[src/rtl/arm_mc_pkg.sv]
`default_nettype none
// +----------------------------------------------------------------------+
// | Module      : arm_mc_pkg                                             |
// | Description : Shared types and constants for the multicycle core.    |
// | Revision    : 1.0                                                    |
// +----------------------------------------------------------------------+
package arm_mc_pkg;

  typedef enum logic [0:0] {
    FS_IDLE = 1'b0,
    FS_BUSY = 1'b1
  } fetch_state_t;

  localparam logic [31:0] RESET_PC   = 32'h0000_0000;
  localparam int          WORD_BYTES = 4;

  function automatic logic [31:0] word_align(input logic [31:0] addr);
    return {addr[31:2], 2'b00};
  endfunction

endpackage

`default_nettype wire

[src/rtl/fetch_unit_if.sv]
`default_nettype none
// +----------------------------------------------------------------------+
// | Module      : fetch_unit_if                                          |
// | Description : Instruction memory read port (request/ack handshake).  |
// | Revision    : 1.0                                                    |
// +----------------------------------------------------------------------+
interface fetch_unit_if;

  logic        MemReq;
  logic [31:0] MemAddr;
  logic        MemAck;
  logic [31:0] MemRData;

  modport master (
    output MemReq,
    output MemAddr,
    input  MemAck,
    input  MemRData
  );

  modport slave (
    input  MemReq,
    input  MemAddr,
    output MemAck,
    output MemRData
  );

endinterface

`default_nettype wire

[src/rtl/prefetch_buf.sv]
`default_nettype none
// +----------------------------------------------------------------------+
// | Module      : prefetch_buf                                           |
// | Description : One-entry tagged instruction buffer; exists only when  |
// |               FETCH_PREFETCH_EN is defined.                          |
// | Revision    : 1.0                                                    |
// +----------------------------------------------------------------------+
`ifdef FETCH_PREFETCH_EN
module prefetch_buf (
  input  logic        clk,
  input  logic        reset,
  input  logic        wr_en,
  input  logic [31:0] wr_tag,
  input  logic [31:0] wr_data,
  input  logic        invalidate,
  output logic [31:0] tag,
  output logic [31:0] data,
  output logic        valid
);

  logic [31:0] r_tag;
  logic [31:0] r_data;
  logic        r_valid;

  // Invalidate outranks a fill so a redirect can never leave stale data.
  always_ff @(posedge clk or posedge reset) begin
    if (reset) begin
      r_tag   <= '0;
      r_data  <= '0;
      r_valid <= 1'b0;
    end else if (invalidate) begin
      r_valid <= 1'b0;
    end else if (wr_en) begin
      r_tag   <= wr_tag;
      r_data  <= wr_data;
      r_valid <= 1'b1;
    end
  end

  assign tag   = r_tag;
  assign data  = r_data;
  assign valid = r_valid;

endmodule
`endif

`default_nettype wire

[src/rtl/fetch_unit.sv]
`default_nettype none
// +----------------------------------------------------------------------+
// | Module      : fetch_unit                                             |
// | Description : PC register, instruction register and IDLE/BUSY fetch  |
// |               engine. Optional prefetch: FETCH_PREFETCH_EN.          |
// | Revision    : 1.0                                                    |
// +----------------------------------------------------------------------+
module fetch_unit
  import arm_mc_pkg::*;
(
  input  logic         clk,
  input  logic         reset,
  input  logic         PCWrite,
  input  logic [31:0]  PCNext,
  input  logic         IRWrite,
  fetch_unit_if.master mem,
  output logic [31:0]  PC,
  output logic [31:0]  Instr,
  output logic         FetchValid,
  output logic         Stall
);

  fetch_state_t r_state;
  logic [31:0]  r_pc;
  logic [31:0]  r_instr;
  logic [31:0]  r_addr;
  logic         r_valid;
  logic         r_drop;
  logic         r_is_pf;

  logic         w_busy;
  logic         w_want;
  logic         w_demand;
  logic [31:0]  w_pc_word;
  logic         w_buf_hit;
  logic [31:0]  w_buf_data;
  logic         w_pf_issue;
  logic [31:0]  w_pf_addr;

  assign w_busy    = (r_state == FS_BUSY);
  assign w_want    = IRWrite & ~r_valid;
  assign w_demand  = w_want & ~PCWrite;
  assign w_pc_word = word_align(r_pc);

`ifdef FETCH_PREFETCH_EN
  logic        r_pf_pend;
  logic [31:0] r_pf_addr;
  logic [31:0] w_buf_tag;
  logic        w_buf_valid;
  logic        w_cap_hit;
  logic        w_cap_mem;
  logic        w_buf_wr;
  logic        w_buf_inv;

  assign w_cap_hit  = ~w_busy & w_buf_hit & w_demand;
  assign w_cap_mem  = w_busy & mem.MemAck & ~r_drop & ~PCWrite & ~r_is_pf;
  assign w_buf_wr   = w_busy & mem.MemAck & ~r_drop & ~PCWrite & r_is_pf;
  // A redirect onto the buffered address keeps the entry; anything else kills it.
  assign w_buf_inv  = PCWrite & ~(w_buf_valid & (w_buf_tag == word_align(PCNext)));
  assign w_buf_hit  = w_buf_valid & (w_buf_tag == w_pc_word);
  assign w_pf_issue = ~w_busy & r_pf_pend & ~w_want & ~PCWrite;
  assign w_pf_addr  = r_pf_addr;

  prefetch_buf u_prefetch_buf (
    .clk        (clk),
    .reset      (reset),
    .wr_en      (w_buf_wr),
    .wr_tag     (r_addr),
    .wr_data    (mem.MemRData),
    .invalidate (w_buf_inv),
    .tag        (w_buf_tag),
    .data       (w_buf_data),
    .valid      (w_buf_valid)
  );

  always_ff @(posedge clk or posedge reset) begin
    if (reset) begin
      r_pf_pend <= 1'b0;
      r_pf_addr <= '0;
    end else if (PCWrite) begin
      r_pf_pend <= 1'b0;
    end else if (w_cap_hit || w_cap_mem) begin
      r_pf_pend <= 1'b1;
      r_pf_addr <= w_pc_word + 32'(WORD_BYTES);
    end else if (w_pf_issue) begin
      r_pf_pend <= 1'b0;
    end
  end
`else
  assign w_buf_hit  = 1'b0;
  assign w_buf_data = '0;
  assign w_pf_issue = 1'b0;
  assign w_pf_addr  = '0;
`endif

  always_ff @(posedge clk or posedge reset) begin
    if (reset) begin
      r_state <= FS_IDLE;
      r_pc    <= RESET_PC;
      r_instr <= '0;
      r_addr  <= '0;
      r_valid <= 1'b0;
      r_drop  <= 1'b0;
      r_is_pf <= 1'b0;
    end else begin
      if (PCWrite) begin
        r_pc    <= PCNext;
        r_valid <= 1'b0;
      end
      case (r_state)
        FS_IDLE: begin
          if (w_demand && w_buf_hit) begin
            r_instr <= w_buf_data;
            r_valid <= 1'b1;
          end else if (w_demand) begin
            r_state <= FS_BUSY;
            r_addr  <= w_pc_word;
            r_drop  <= 1'b0;
            r_is_pf <= 1'b0;
          end else if (w_pf_issue) begin
            r_state <= FS_BUSY;
            r_addr  <= w_pf_addr;
            r_drop  <= 1'b0;
            r_is_pf <= 1'b1;
          end
        end
        FS_BUSY: begin
          // The read stays outstanding after a redirect; its data is dropped on ack.
          if (mem.MemAck) begin
            r_state <= FS_IDLE;
            if (!r_drop && !PCWrite && !r_is_pf) begin
              r_instr <= mem.MemRData;
              r_valid <= 1'b1;
            end
          end else if (PCWrite) begin
            r_drop <= 1'b1;
          end
        end
        default: r_state <= FS_IDLE;
      endcase
    end
  end

  assign mem.MemReq  = w_busy;
  assign mem.MemAddr = w_busy ? r_addr : 32'h0000_0000;
  assign PC          = r_pc;
  assign Instr       = r_instr;
  assign FetchValid  = r_valid;
  assign Stall       = IRWrite & ~r_valid;

endmodule

`default_nettype wire
[src/flat_wrapper.sv]
// flat-port wrapper written by rule: the top's interface ports become plain ports
module fetch_unit_flat import arm_mc_pkg::*;
  (clk, reset, PCWrite, PCNext, IRWrite, PC, Instr, FetchValid, Stall, mem_MemReq, mem_MemAddr, mem_MemAck, mem_MemRData);
  fetch_unit_if mem_i ();
  input  logic clk;
  input  logic reset;
  input  logic PCWrite;
  input  logic [31:0] PCNext;
  input  logic IRWrite;
  output logic [31:0] PC;
  output logic [31:0] Instr;
  output logic FetchValid;
  output logic Stall;
  output wire logic [$bits(mem_i.MemReq)-1:0] mem_MemReq;
  output wire logic [$bits(mem_i.MemAddr)-1:0] mem_MemAddr;
  input wire logic [$bits(mem_i.MemAck)-1:0] mem_MemAck;
  input wire logic [$bits(mem_i.MemRData)-1:0] mem_MemRData;
  assign mem_MemReq = mem_i.MemReq;
  assign mem_MemAddr = mem_i.MemAddr;
  assign mem_i.MemAck = mem_MemAck;
  assign mem_i.MemRData = mem_MemRData;
  fetch_unit u_core (.clk(clk), .reset(reset), .PCWrite(PCWrite), .PCNext(PCNext), .IRWrite(IRWrite), .mem(mem_i), .PC(PC), .Instr(Instr), .FetchValid(FetchValid), .Stall(Stall));
endmodule
[config.mk]
export PLATFORM = sky130hd
export DESIGN_NAME = fetch_unit_flat
export DESIGN_NICKNAME = d
export VERILOG_FILES = /design/src/rtl/arm_mc_pkg.sv /design/src/rtl/fetch_unit_if.sv /design/src/rtl/prefetch_buf.sv /design/src/rtl/fetch_unit.sv /design/src/flat_wrapper.sv
export SDC_FILE = /design/constraint.sdc
export NUM_CORES = 1
export LEC_CHECK = 0
export BUFFER_PORTS_ARGS = -buffer_cell sky130_fd_sc_hd__buf_2
export CAP_MARGIN = 10
export CORE_MARGIN = 8
export CORE_UTILIZATION = 44
export CTS_BUF_LIST = sky130_fd_sc_hd__clkbuf_4 sky130_fd_sc_hd__clkbuf_8
export CTS_CLUSTER_DIAMETER = 100
export DETAILED_ROUTE_END_ITERATION = 12
export PLACE_DENSITY = 0.78
export SYNTH_ARGS = -nofsm -noshare
export SYNTH_HDL_FRONTEND = slang
export SYNTH_SLANG_ARGS = --single-unit
[constraint.sdc]
create_clock -name clk -period 2.9 [get_ports clk]
set_input_delay 0.29 -clock clk [delete_from_list [all_inputs] [get_ports clk]]
set_output_delay 0.29 -clock clk [all_outputs]
set_load 0.05 [all_outputs]
==> results of run 1 <==
==> state kept, by name, summed over array words and instances, names as in the netlist <==
register,flops
u_core.Instr,32
u_core.PC,32
u_core.r_addr,30
u_core.mem.MemReq,1
u_core.FetchValid,1
u_core.r_drop,1
==> logic make-up after synthesis <==
group           count (synthesis)  synth area share
compound gates                  2           0.00321
buf+inv                        19            0.0350
mux                            94             0.272
other cells                     1          0.000964
simple gates                   37            0.0650
flops                          97             0.624
==> metal layers <==
metal / vias to the layer above / track usage
met3: 11 / 0.0471
met1: 1257 / 0.177
li1: 1178 / -
met5: - / 0
met2: 100 / 0.250
met4: 0 / 0.0521
==> worst register-to-register path, stage by stage, from the launching register on <==
cell,delay (ns)
dfrtp_1,0.79
nor4bb_4,0.30
buf_4,0.39
mux2_2,0.41
==> through the flow <==
| step | power (mW) | utilization | area (sq um) | instances | hold WS (ns) |
|---|---|---|---|---|---|
| 2_1_floorplan | 3.38 | - | 3890 | 251 | 0.425 |
| 3_3_place_gp | 3.80 | 0.556 | 4800 | 513 | 0.461 |
| 3_5_place_dp | 3.85 | 0.556 | 4800 | 513 | 0.470 |
| 4_1_cts | 4.71 | 0.578 | 4990 | 528 | 0.0784 |
| 5_1_grt | 4.88 | 0.578 | 4990 | 528 | 0.129 |
| 6_report | 4.65 | 0.578 | 4990 | 528 | 0.0697 |
==> synth_stat cells <==
cell type / n / area, sq um
buf_2: 3 / 15.0
a21oi_1: 1 / 5.00
nor2_1: 1 / 3.75
inv_1: 3 / 11.3
nand2b_1: 1 / 6.26
nor4bb_1: 1 / 10.0
or2b_1: 1 / 7.51
nor4b_4: 1 / 23.8
mux2_1: 3 / 33.8
and2_1: 30 / 188
a211oi_1: 1 / 7.51
nand3b_1: 1 / 7.51
conb_1: 1 / 3.75
clkbuf_1: 3 / 11.3
buf_6: 7 / 78.8
mux2_2: 91 / 1020
clkbuf_2: 1 / 5.00
nor2b_1: 1 / 6.26
dfrtp_1: 97 / 2430
buf_4: 2 / 15.0
==> layout make-up <==
cell class / instances / area (sq um)
well taps: 108 / 135
repair buffers: 170 / 876
inverters: 3 / 13.8
multi-input cells: 135 / 1350
clock buffers: 10 / 131
flip-flops and latches: 97 / 2430
clock inverters: 5 / 57.6
fillers: 739 / 3650
==> worst paths after layout <==
check | to | slack, ns | depth (start not counted)
worst max-delay path | mem_MemAddr[14] | 0.76 | 3
worst min-delay path | u_core.Instr[5]$_DFFE_PP0P_ | 0.07 | 2
worst max register to register | u_core.Instr[26]$_DFFE_PP0P_ | 0.90 | 3
worst min register to register | u_core.r_addr[23]$_DFFE_PP0P_ | 0.49 | 1
max in group asynchronous | u_core.PC[18]$_DFFE_PP0P_ | 2.16 | 3
min in group clk | u_core.Instr[18]$_DFFE_PP0P_ | 0.15 | 2
==> report_power, final <==
part           switching [mW]  leakage (nW)  internal, mW
combinational            1.36          1.22         0.547
sequential              0.185          1.15          1.71
clock                   0.448        0.0878         0.402
==> results_dict.tcl, run 1 <==
set metrics [dict create \
    ctsHoldBuffers 0 \
    path_delay_family "flip-flops" \
    fin_tns_setup_ns 0 \
    drt-initial-drc-count 60 \
    final_common_cell "buf_2" \
    vias 2546 \
    post-cts-setup-buffers 0 \
    cp_max_fo 23 \
    grt_usage 0.149 \
    required_ns 2.61 \
    finalWorstPathRequiredPeriod_ns 2.14 \
    netlist_instances 250 \
    gr-total-overflow 0 \
    arrival_ns 1.85 \
    die_area_sq_mm 0.0121 \
    slew_headroom 0.510 \
    grt_setup_unrepaired "false" \
    hpwl_um 6660 \
    place.gp.congestion 0.692 \
    worstPathCellList "buf_4, and2_1, buf_2" \
    setup_viol 0 \
    cts.clk_slew.worst_paths_ns 0.10 \
    numCtsBuffers 9 \
    maxUsedRoutingLayer "met4" \
    htreeDepth 3 \
    dr_wl_met2_um 4380 \
    rr_startpoint "u_core.mem.MemReq$_DFF_PP0_" \
    crit_start "u_core.mem.MemReq$_DFF_PP0_" \
    routed_wl_um 8910 \
    clockBufferDepth 2 \
    hold_violations 0 \
    critPathCaptureType "primary output" \
    fin_skew_ns 0.0134 \
    timing.fmax_ghz 0.468 \
    wl_met3_um 882 \
    cpMaxStageDelayCell "dfrtp_1" \
    port_buffers 165 \
    first_pass_iters 4 \
    synth_warnings 0 \
    most-common-layout-cells "165 x buf_2, 97 x dfrtp_1, 91 x mux2_2" \
    cts_tree "yes" \
    die_x_um 110 \
    grt_pass1_wl_um 14000 \
    io_pins 168 \
    power_density_mw_per_mm2 932 \
    cts_resized 0 \
    vias_per_cell 4.82 \
    crit_type "flip-flop to primary output" \
    clockRootBuffer "clkbuf_8" \
    status "complete, no violations" \
    drv_slew 0 \
    dpl_worst_slack_ns 0.861 \
    max-vdd-ir-drop_uv 388 \
    diodes 0 \
    first_global_vias 2788 \
    cts_num_sinks 97 \
    wl_met1_um 3530 \
    p_leak_nw 2.46 \
    start_util 0.451 \
    fin_nets 485 \
    synth_area_sq_mm 0.00389 \
    start_kind "flip-flop" \
    clk_latency_ns 0.35 \
    layout-drive-gt1-share 0.664 \
    final_antenna_net_count 0 \
    finalCritPeriodShare 0.737 \
    row_count 34 \
    wl_per_cell_um 16.9 \
    cpPeakStageDelay_ns 0.79 \
    antenna_found_initial 0 \
    avgSynthCellArea_sq_um 15.6 \
    min_path_type "input port to async pin" \
    timing.final.ws_setup_ns 0.762 \
    area_growth_pct 28.2 \
    grt_max_degree 60 \
    cap_violations 0 \
    cp_num_buf_inv 2 \
    synth.distinct_cells 20 \
    synth-seq-cells 97 \
    tightestPinTransition_ns 0.735 \
    ys_seq_area_frac 0.624 \
    core_sq_mm 0.00864 \
    drc 0 \
    die_h_um 110 \
]
Note: power is estimated with default switching activity, not from simulation.
==> inputs of run 2 (changes only) <==
==> constraint.sdc (replaced) <==
create_clock -name clk -period 1.8 [get_ports clk]
set_input_delay 0.18 -clock clk [delete_from_list [all_inputs] [get_ports clk]]
set_output_delay 0.18 -clock clk [all_outputs]
set_load 0.05 [all_outputs]
==> results_dict.tcl, run 2 (synthesized netlist as in run 1, its figures left out) <==
set metrics [dict create \
    status "complete, no violations" \
    grt_setup_unrepaired "false" \
    min_path_type "input port to flip-flop" \
    vias 2529 \
    dpl.cell_count 515 \
    htreeDepth 3 \
    p_sw_frac 0.432 \
    drt-initial-drc-count 69 \
    start_util 0.451 \
    finalCritPeriodShare 0.922 \
    grt_pass1_wl_um 13500 \
    cts_resized 0 \
    utilization 0.580 \
    combPwrFrac 0.420 \
    cts.clk_slew.worst_paths_ns 0.09 \
    hold_violations 0 \
    io_pins 168 \
    clkPwrFrac 0.169 \
    row_count 34 \
    nFillCells 744 \
    finalWorstPathRequiredPeriod_ns 1.66 \
    tightestPinTransition_ns 0.501 \
    final_area_sq_mm 0.00501 \
    fin_tns_setup_ns 0 \
    slew_headroom 0.666 \
    grt_max_degree 98 \
    setup_viol 0 \
    arrival_ns 1.48 \
    start_kind "flip-flop" \
    drv_slew 0 \
    required_ns 1.62 \
    p_sw_mw 3.19 \
    dpl_worst_slack_ns 0.284 \
    port_buffers 165 \
    routed_wl_um 8790 \
    area_growth_pct 28.8 \
    clk_latency_ns 0.34 \
    place.gp.congestion 0.710 \
    fin_nets 488 \
    cp_max_fo 19 \
    power_mw 7.38 \
    p_leak_nw 2.46 \
    die_h_um 110 \
    crit_type "flip-flop to primary output" \
    wl_per_cell_um 16.6 \
    die_area_sq_mm 0.0121 \
    cap_violations 0 \
    core_sq_mm 0.00864 \
    numCtsBuffers 9 \
    gr-total-overflow 0 \
    clockRootBuffer "clkbuf_8" \
    critPathCaptureType "primary output" \
    layout-drive-gt1-share 0.664 \
    hpwl_um 6670 \
    grt_usage 0.143 \
    die_x_um 110 \
    drc 0 \
    timing.final.ws_setup_ns 0.141 \
    postPlaceCellArea_sq_mm 0.00483 \
    final_antenna_net_count 0 \
    cts_num_sinks 97 \
    timing.fmax_ghz 0.603 \
    fin_skew_ns 0.00990 \
    clockBufferDepth 2 \
    internal_power_mw 4.19 \
    max-vdd-ir-drop_uv 622 \
    power_density_mw_per_mm2 1470 \
    final_common_cell "buf_2" \
    seq_power_share 0.411 \
    post-cts-setup-buffers 0 \
    hold_slack_ns 0.0606 \
    first_pass_iters 3 \
    vias_per_cell 4.76 \
    fin_cells 531 \
    most-common-layout-cells "165 x buf_2, 97 x dfrtp_1, 91 x mux2_2" \
    antenna_found_initial 0 \
    first_global_vias 2700 \
    cts_tree "yes" \
    diodes 0 \
]
## run 2: timing repair
action,4_1_cts,5_1_grt
hold endpoints to repair,57,0
hold buffers,1,0
setup endpoints to repair,0,0
## run 2: critical path, stage by stage, from the launching register on
cell,delay (ns)
dfrtp_1,0.47
buf_4,0.26
and2_1,0.15
buf_2,0.26
## run 2: layer usage
| layer | part of all wire | global-route usage | vias to the layer above |
|---|---|---|---|
| met4 | 0.0080 | 0.0405 | 0 |
| met2 | 0.48 | 0.235 | 104 |
| li1 | - | - | 1184 |
| met3 | 0.11 | 0.0506 | 8 |
| met1 | 0.40 | 0.173 | 1233 |
| met5 | 0 | 0 | - |
## run 2: power groups by stage
| stage | Sequential [mW] | Combinational [mW] | Clock (mW) |
|---|---|---|---|
| after detailed placement | 3.09 | 3.15 | 0 |
| after global placement | 3.05 | 3.10 | 0 |
| final | 3.03 | 3.10 | 1.25 |
| after global routing | 3.12 | 3.24 | 1.38 |
| after floorplan | 4.31 | 1.13 | 0 |
| after CTS | 3.04 | 3.15 | 1.31 |
## run 2: path summary, 6_finish.rpt
check / start / to / slack (ns) / cells after the start
worst min-delay path: mem_MemRData[22] / u_core.Instr[22]$_DFFE_PP0P_ / 0.06 / 2
max in group asynchronous: reset / u_core.Instr[20]$_DFFE_PP0P_ / 0.88 / 4
worst max-delay path: u_core.mem.MemReq$_DFF_PP0_ / mem_MemAddr[21] / 0.14 / 3
worst min register to register: u_core.r_addr[12]$_DFFE_PP0P_ / u_core.r_addr[12]$_DFFE_PP0P_ / 0.50 / 1
min in group asynchronous: reset / u_core.Instr[3]$_DFFE_PP0P_ / 0.55 / 4
worst max register to register: u_core.mem.MemReq$_DFF_PP0_ / u_core.r_addr[13]$_DFFE_PP0P_ / 0.28 / 3
## run 2: layout make-up
cell class | count | area, sq um | share of cell area
clock buffer | 11 | 145 | 0.0290
clock inverter | 4 | 30.0 | 0.00599
inverter | 3 | 15.0 | 0.00300
multi-input combinational | 135 | 1350 | 0.269
sequential | 97 | 2430 | 0.484
tap | 108 | 135 | 0.0270
timing repair buffer | 173 | 913 | 0.182
